`src/rtl/btn_pkg.sv`:
```
// rtl/btn_pkg.sv - shared constants for the button conditioner
package btn_pkg;

  localparam int N_BTN                   = 3;
  localparam int BTN_CLEAR               = 0;
  localparam int BTN_START               = 1;
  localparam int BTN_STOP                = 2;
  localparam int DEBOUNCE_CYCLES_DEFAULT = 1_000_000;

  // Counter width for a window of d cycles; never narrower than one bit.
  function automatic int cnt_width(input int d);
    return (d < 3) ? 1 : $clog2(d);
  endfunction

endpackage

```
`src/rtl/button_conditioner_if.sv`:
```
// rtl/button_conditioner_if.sv - raw buttons in, debounced level and pulses out
// btn_release exists only when BTN_RELEASE_PULSE_EN is defined.
interface button_conditioner_if #(
  parameter int N_BTN = btn_pkg::N_BTN
);
  logic [N_BTN-1:0] btn_raw;
  logic [N_BTN-1:0] btn_level;
  logic [N_BTN-1:0] btn_press;
`ifdef BTN_RELEASE_PULSE_EN
  logic [N_BTN-1:0] btn_release;
`endif

  modport master (
    output btn_raw,
    input  btn_level,
    input  btn_press
`ifdef BTN_RELEASE_PULSE_EN
    ,
    input  btn_release
`endif
  );

  modport slave (
    input  btn_raw,
    output btn_level,
    output btn_press
`ifdef BTN_RELEASE_PULSE_EN
    ,
    output btn_release
`endif
  );

endinterface

```
`src/rtl/button_conditioner_debounce_cell.sv`:
```
// rtl/button_conditioner_debounce_cell.sv - one button: synchronizer, window counter, edge pulses
// release_o is built only when BTN_RELEASE_PULSE_EN is defined.
module debounce_cell
  import btn_pkg::*;
#(
  parameter int DEBOUNCE_CYCLES = DEBOUNCE_CYCLES_DEFAULT
) (
  input  logic clk,
  input  logic rst,
  input  logic raw_i,
  output logic level_o,
  output logic press_o
`ifdef BTN_RELEASE_PULSE_EN
  ,
  output logic release_o
`endif
);

  localparam int            CW      = cnt_width(DEBOUNCE_CYCLES);
  localparam logic [CW-1:0] CNT_MAX = CW'(DEBOUNCE_CYCLES - 1);

  logic          sync1_q, sync2_q;
  logic          stable_q, stable_d;
  logic [CW-1:0] cnt_q, cnt_d;
  logic          press_q, press_d;
`ifdef BTN_RELEASE_PULSE_EN
  logic          release_q, release_d;
`endif

  // Any agreement with the stable state drops the count, so a bounce restarts the window.
  always_comb begin
    stable_d = stable_q;
    cnt_d    = '0;
    if (sync2_q != stable_q) begin
      if (cnt_q == CNT_MAX) begin
        stable_d = ~stable_q;
      end else begin
        cnt_d = cnt_q + 1'b1;
      end
    end
    press_d = stable_d & ~stable_q;
`ifdef BTN_RELEASE_PULSE_EN
    release_d = ~stable_d & stable_q;
`endif
  end

  always_ff @(posedge clk) begin
    if (rst) begin
      sync1_q   <= 1'b0;
      sync2_q   <= 1'b0;
      stable_q  <= 1'b0;
      cnt_q     <= '0;
      press_q   <= 1'b0;
`ifdef BTN_RELEASE_PULSE_EN
      release_q <= 1'b0;
`endif
    end else begin
      sync1_q   <= raw_i;
      sync2_q   <= sync1_q;
      stable_q  <= stable_d;
      cnt_q     <= cnt_d;
      press_q   <= press_d;
`ifdef BTN_RELEASE_PULSE_EN
      release_q <= release_d;
`endif
    end
  end

  assign level_o = stable_q;
  assign press_o = press_q;
`ifdef BTN_RELEASE_PULSE_EN
  assign release_o = release_q;
`endif

endmodule

```
`src/rtl/button_conditioner.sv`:
```
// rtl/button_conditioner.sv - debounces N_BTN buttons feeding the reaction-timer clear/start/stop
// Optional btn_release pulses with BTN_RELEASE_PULSE_EN defined.
module button_conditioner #(
  parameter int DEBOUNCE_CYCLES = btn_pkg::DEBOUNCE_CYCLES_DEFAULT,
  parameter int N_BTN           = btn_pkg::N_BTN
) (
  input logic                 clk,
  input logic                 rst,
  button_conditioner_if.slave btn
);

  logic [N_BTN-1:0] level;
  logic [N_BTN-1:0] press;
`ifdef BTN_RELEASE_PULSE_EN
  logic [N_BTN-1:0] release_p;
`endif

  for (genvar i = 0; i < N_BTN; i++) begin : g_cell
    debounce_cell #(
      .DEBOUNCE_CYCLES(DEBOUNCE_CYCLES)
    ) u_cell (
      .clk      (clk),
      .rst      (rst),
      .raw_i    (btn.btn_raw[i]),
      .level_o  (level[i]),
      .press_o  (press[i])
`ifdef BTN_RELEASE_PULSE_EN
      ,
      .release_o(release_p[i])
`endif
    );
  end

  assign btn.btn_level = level;
  assign btn.btn_press = press;
`ifdef BTN_RELEASE_PULSE_EN
  assign btn.btn_release = release_p;
`endif

endmodule

```
`src/flat_wrapper.sv`:
```
// flat-port wrapper written by rule: the top's interface ports become plain ports
module button_conditioner_flat 
#(
  parameter int DEBOUNCE_CYCLES = btn_pkg::DEBOUNCE_CYCLES_DEFAULT,
  parameter int N_BTN           = btn_pkg::N_BTN
)
  (clk, rst, btn_btn_raw, btn_btn_level, btn_btn_press);
  button_conditioner_if #(.N_BTN(N_BTN)) btn_i ();
  input logic clk;
  input logic rst;
  input wire logic [$bits(btn_i.btn_raw)-1:0] btn_btn_raw;
  output wire logic [$bits(btn_i.btn_level)-1:0] btn_btn_level;
  output wire logic [$bits(btn_i.btn_press)-1:0] btn_btn_press;
  assign btn_i.btn_raw = btn_btn_raw;
  assign btn_btn_level = btn_i.btn_level;
  assign btn_btn_press = btn_i.btn_press;
  button_conditioner #(.DEBOUNCE_CYCLES(DEBOUNCE_CYCLES), .N_BTN(N_BTN)) u_core (.clk(clk), .rst(rst), .btn(btn_i));
endmodule
```
`config.mk`:
```
export PLATFORM = sky130hd
export DESIGN_NAME = button_conditioner_flat
export DESIGN_NICKNAME = d
export VERILOG_FILES = /design/src/rtl/btn_pkg.sv /design/src/rtl/button_conditioner_if.sv /design/src/rtl/button_conditioner_debounce_cell.sv /design/src/rtl/button_conditioner.sv /design/src/flat_wrapper.sv
export SDC_FILE = /design/constraint.sdc
export NUM_CORES = 1
export LEC_CHECK = 0
export ABC_CLOCK_PERIOD_IN_PS = 2200
export BUFFER_PORTS_ARGS = -buffer_cell sky130_fd_sc_hd__buf_2
export CAP_MARGIN = 25
export CELL_PAD_IN_SITES_DETAIL_PLACEMENT = 1
export CELL_PAD_IN_SITES_GLOBAL_PLACEMENT = 1
export CORE_ASPECT_RATIO = 0.5
export CORE_MARGIN = 1.5
export CORE_UTILIZATION = 42
export CTS_CLUSTER_DIAMETER = 200
export DETAILED_ROUTE_END_ITERATION = 6
export PLACE_DENSITY = 0.82
export SLEW_MARGIN = 20
export SYNTH_ARGS = -nofsm -noshare
export SYNTH_HDL_FRONTEND = slang
export SYNTH_SLANG_ARGS = --single-unit
```
`constraint.sdc`:
```
create_clock -name clk -period 2.2 [get_ports clk]
set_clock_uncertainty 0.1 [all_clocks]
set_input_delay 0.11 -clock clk [delete_from_list [all_inputs] [get_ports clk]]
set_output_delay 0.11 -clock clk [all_outputs]
set_load 0.01 [all_outputs]
```
==> metrics.csv <==
stage,metric,value,unit
min_path,hold_path_class,primary input to flip-flop,
floorplan,ios,11,
clock_tree,cts-root-buf,clkbuf_16,
sta,finalSetupViolCount,0,
yosys,ys_ff_latch,72,
run_status,outcome,completed,
sta,drv_slew,0,
clock_tree,numCtsBuffers,9,
yosys,syn_avg_cell_area,8.83,µm²
drt,routed-via-count,2606,
clock_tree,post_cts_buffers,0,
grt,grt_use_total,20.3,%
setup_path,cp-endpoint,u_core.g_cell[2].u_cell.cnt_q[18],
floorplan,core,7350,µm²
floorplan,initial_core_util,43.6,%
clock_tree,cts_buffer_depth,2,
power_and_ir_drop,p_switching,560,µW
placement,placed_cells,461,
sta,finalSetupTns,0,ns
drt,ant_nets,0,
final_layout,area_growth,14.4,%
drt,viasPerCell,5.44,
power_and_ir_drop,switching_share,20.7,%
placement,place.gp.congestion,0.793,
placement,hpwl,5.16,mm
setup_path,worstPathRequired,2.37,ns
power_and_ir_drop,power,2.70,mW
sta,tightest_slew,0.398,ns
grt,grt_pass1_wl,12.9,mm
yosys,syn-instance-count,363,
final_layout,final_util,49.9,%
clock_tree,tritoncts,built,
setup_path,crit_path_start_kind,flip-flop,
setup_path,startpoint,u_core.g_cell[2].u_cell.cnt_q[0],
power_and_ir_drop,power_per_cell_area,738,nW/µm²
drt,wire_per_inst,15.5,µm
clock_tree,insertion_delay,0.34,ns
placement,place_ws,0.0774,ns
yosys,netlist-cell-type-count,36,
floorplan,dieArea,8190,µm²
placement,portBuffers,10,
drt,drtIter0Drc,131,
final_layout,n_antenna_cell,0,
yosys,synth.area.top_cells,"dfxtp_1 (45%), xnor2_1 (7.4%), nor2_1 (4.9%)",
grt,grt_pass1_vias,2827,
flow_run,drv_cap,0,
drt,totalWireLength,7.43,mm
sta,fin_crit_sh,95.2,%
sta,rsz0062_at_grt,false,
floorplan,rows,22,
final_layout,stdcell_count,479,
drt,drt_pre_antenna_iters,4,
grt,antenna_found_initial,0,
power_and_ir_drop,ir_drop,0.000381,V
sta,slew_headroom,73.2,%
setup_path,timing.rr.start,u_core.g_cell[2].u_cell.cnt_q[0],
setup_path,endpoint_kind,flip-flop,
setup_path,cp.arrival,2.26,ns
power_and_ir_drop,p_leak,1.11,nW
final_layout,layout-drive-gt1-share,13.8,%
setup_path,worstReg2RegEnd,u_core.g_cell[2].u_cell.cnt_q[18],
power_and_ir_drop,cell_internal_pwr,2.14,mW
grt,grt-ovfl-total,0,
clock_tree,cts_max_level,3,
power_and_ir_drop,pwr-share-seq,48.7,%
clock_tree,clk_pin_slew_worst_paths,0.06,ns
setup_path,critPathKind,flip-flop to flip-flop,
grt,grt_max_degree,21,
setup_path,cp_max_fo,7,
setup_path,regToRegSetupSlack,0.10,ns
sta,worst_slack,0.105,ns
clock_tree,clock_sinks,72,
yosys,synth_seq_area_share,45.0,%
sta,min_period,2.10,ns
drt,drc,0,
sta,fmax,477,MHz
floorplan,dieWidth,127,µm
power_and_ir_drop,clockPowerShare,49.9,%
yosys,ys_warn_count,0,
yosys,synthesis.area,3200,µm²
floorplan,die_h,64.8,µm
setup_path,reg2regPathDepth,5,
yosys,yosysTopAreaCell,dfxtp_1,
yosys,synth_top_cell_area_share,45.0,%
power_and_ir_drop,comb_power_share,1.4,%
sta,hold_viol,0,
final_layout,nets,387,
yosys,syn_nets,371,
## cells by family (layout without fill, tap and decap cells)
group	count (synthesis)	count (layout)	synth area share (%)
simple gates	177	177	30.5
flops	72	72	45.0
compound gates	48	48	8.90
xor+xnor	37	37	10.1
buf+inv	26	46	4.37
fa+ha+maj	3	3	1.17
## power groups by stage
stage	Clock [mW]	Sequential, mW	Combinational, mW
floorplan	0	1.34	0.0219
global placement	0	1.34	0.0315
detailed placement	0	1.34	0.0333
CTS	1.38	1.32	0.0381
global route	1.43	1.32	0.0416
finish	1.35	1.32	0.0379
## placed cells by master, fill, tap and decap left out, types with 2 or more instances in the layout
cell	n
nand3_1	22
o31ai_1	6
clkinv_2	2
clkbuf_16	9
clkbuf_8	2
ha_1	3
xnor2_1	27
or4_4	4
nor3_1	8
nand2_1	20
dlygate4sd3_1	3
a21oi_1	22
o21ai_0	15
buf_12	2
and3_1	8
buf_2	10
nor4b_1	2
inv_1	10
buf_4	6
nor2b_1	6
xor2_1	10
and4_1	3
nand4_1	13
nor2_2	10
or4_1	8
dfxtp_1	72
nor2_1	42
o21ai_4	2
or3b_2	2
nor4_1	7
or3_1	15
## synth_stat cells
master	instances
dfxtp_1	72
nor2_1	42
xnor2_1	27
a21oi_1	22
nand3_1	22
nand2_1	20
o21ai_0	16
or3_1	15
nand4_1	13
inv_1	10
nor2_2	10
xor2_1	10
or4_1	9
and3_1	8
clkbuf_1	8
nor3_1	8
buf_4	7
nor4_1	7
nor2b_1	6
o31ai_1	6
and4_1	3
ha_1	3
or4_4	3
nor4b_1	2
o21ai_4	2
or3b_2	2
and2_1	1
buf_12	1
nand2b_1	1
nand3_2	1
nand4bb_1	1
nor4bb_1	1
o21a_1	1
o21ba_2	1
or2_2	1
or4bb_1	1
## cell type report
| type | instances | area (µm²) |
|---|---|---|
| Clock buffer | 12 | 256 |
| Sequential cell | 72 | 1440 |
| Timing Repair Buffer | 21 | 165 |
| Fill cell | 855 | 3680 |
| Tap cell | 96 | 120 |
| Clock inverter | 3 | 17.5 |
| Inverter | 10 | 37.5 |
| Multi-Input combinational cell | 265 | 1630 |
## per-layer routing
| metal | routed length (µm) | share of wire, % | global-route usage, % |
|---|---|---|---|
| met1 | 3140 | 42 | 20.4 |
| met2 | 3940 | 53 | 39.3 |
| met3 | 216 | 2.9 | 6.77 |
| met4 | 131 | 1.8 | 7.90 |
| met5 | 0 | 0 | 0 |
## critical path, stage by stage, from the launching register on
cell	delay [ns]
dfxtp_1	0.37
ha_1	0.24
nand3_1	0.14
or4_4	0.60
or4_1	0.43
a21oi_1	0.15
## worst min-delay path by stage
stage / from / to / slack [ns] / depth (start not counted)
floorplan: rst / u_core.g_cell[0].u_cell.sync2_q / 0.08 / 1
global placement: btn_btn_raw[1] / u_core.g_cell[1].u_cell.sync1_q / 0.22 / 2
detailed placement: btn_btn_raw[0] / u_core.g_cell[0].u_cell.sync1_q / 0.23 / 2
CTS: rst / u_core.g_cell[0].u_cell.sync2_q / 0.01 / 2
global route: rst / u_core.g_cell[2].u_cell.sync2_q / 0.05 / 2
finish: rst / u_core.g_cell[0].u_cell.sync2_q / 0.02 / 2
## state kept, by name (all words and copies together), names as in the netlist
signal / flops
u_core.g_cell.u_cell.press_o: 3
u_core.g_cell.u_cell.level_o: 3
u_core.g_cell.u_cell.sync2_q: 3
u_core.g_cell.u_cell.cnt_q: 60
u_core.g_cell.u_cell.sync1_q: 3
## stage by stage
| stage | instance area (µm²) | hold WS (ns) |
|---|---|---|
| 6_report | 3660 | 0.0175 |
| 5_1_grt | 3660 | 0.0460 |
| 4_1_cts | 3660 | 0.0122 |
| 3_5_place_dp | 3360 | 0.232 |
| 3_3_place_gp | 3360 | 0.221 |
| 2_1_floorplan | 3200 | 0.0816 |
## repair_timing
item,CTS,global route
resized for setup,0,1
hold buffers,3,0
endpoints found under the setup margin,0,2
hold endpoints to repair,3,0
Power figures use the tool's default switching activity.
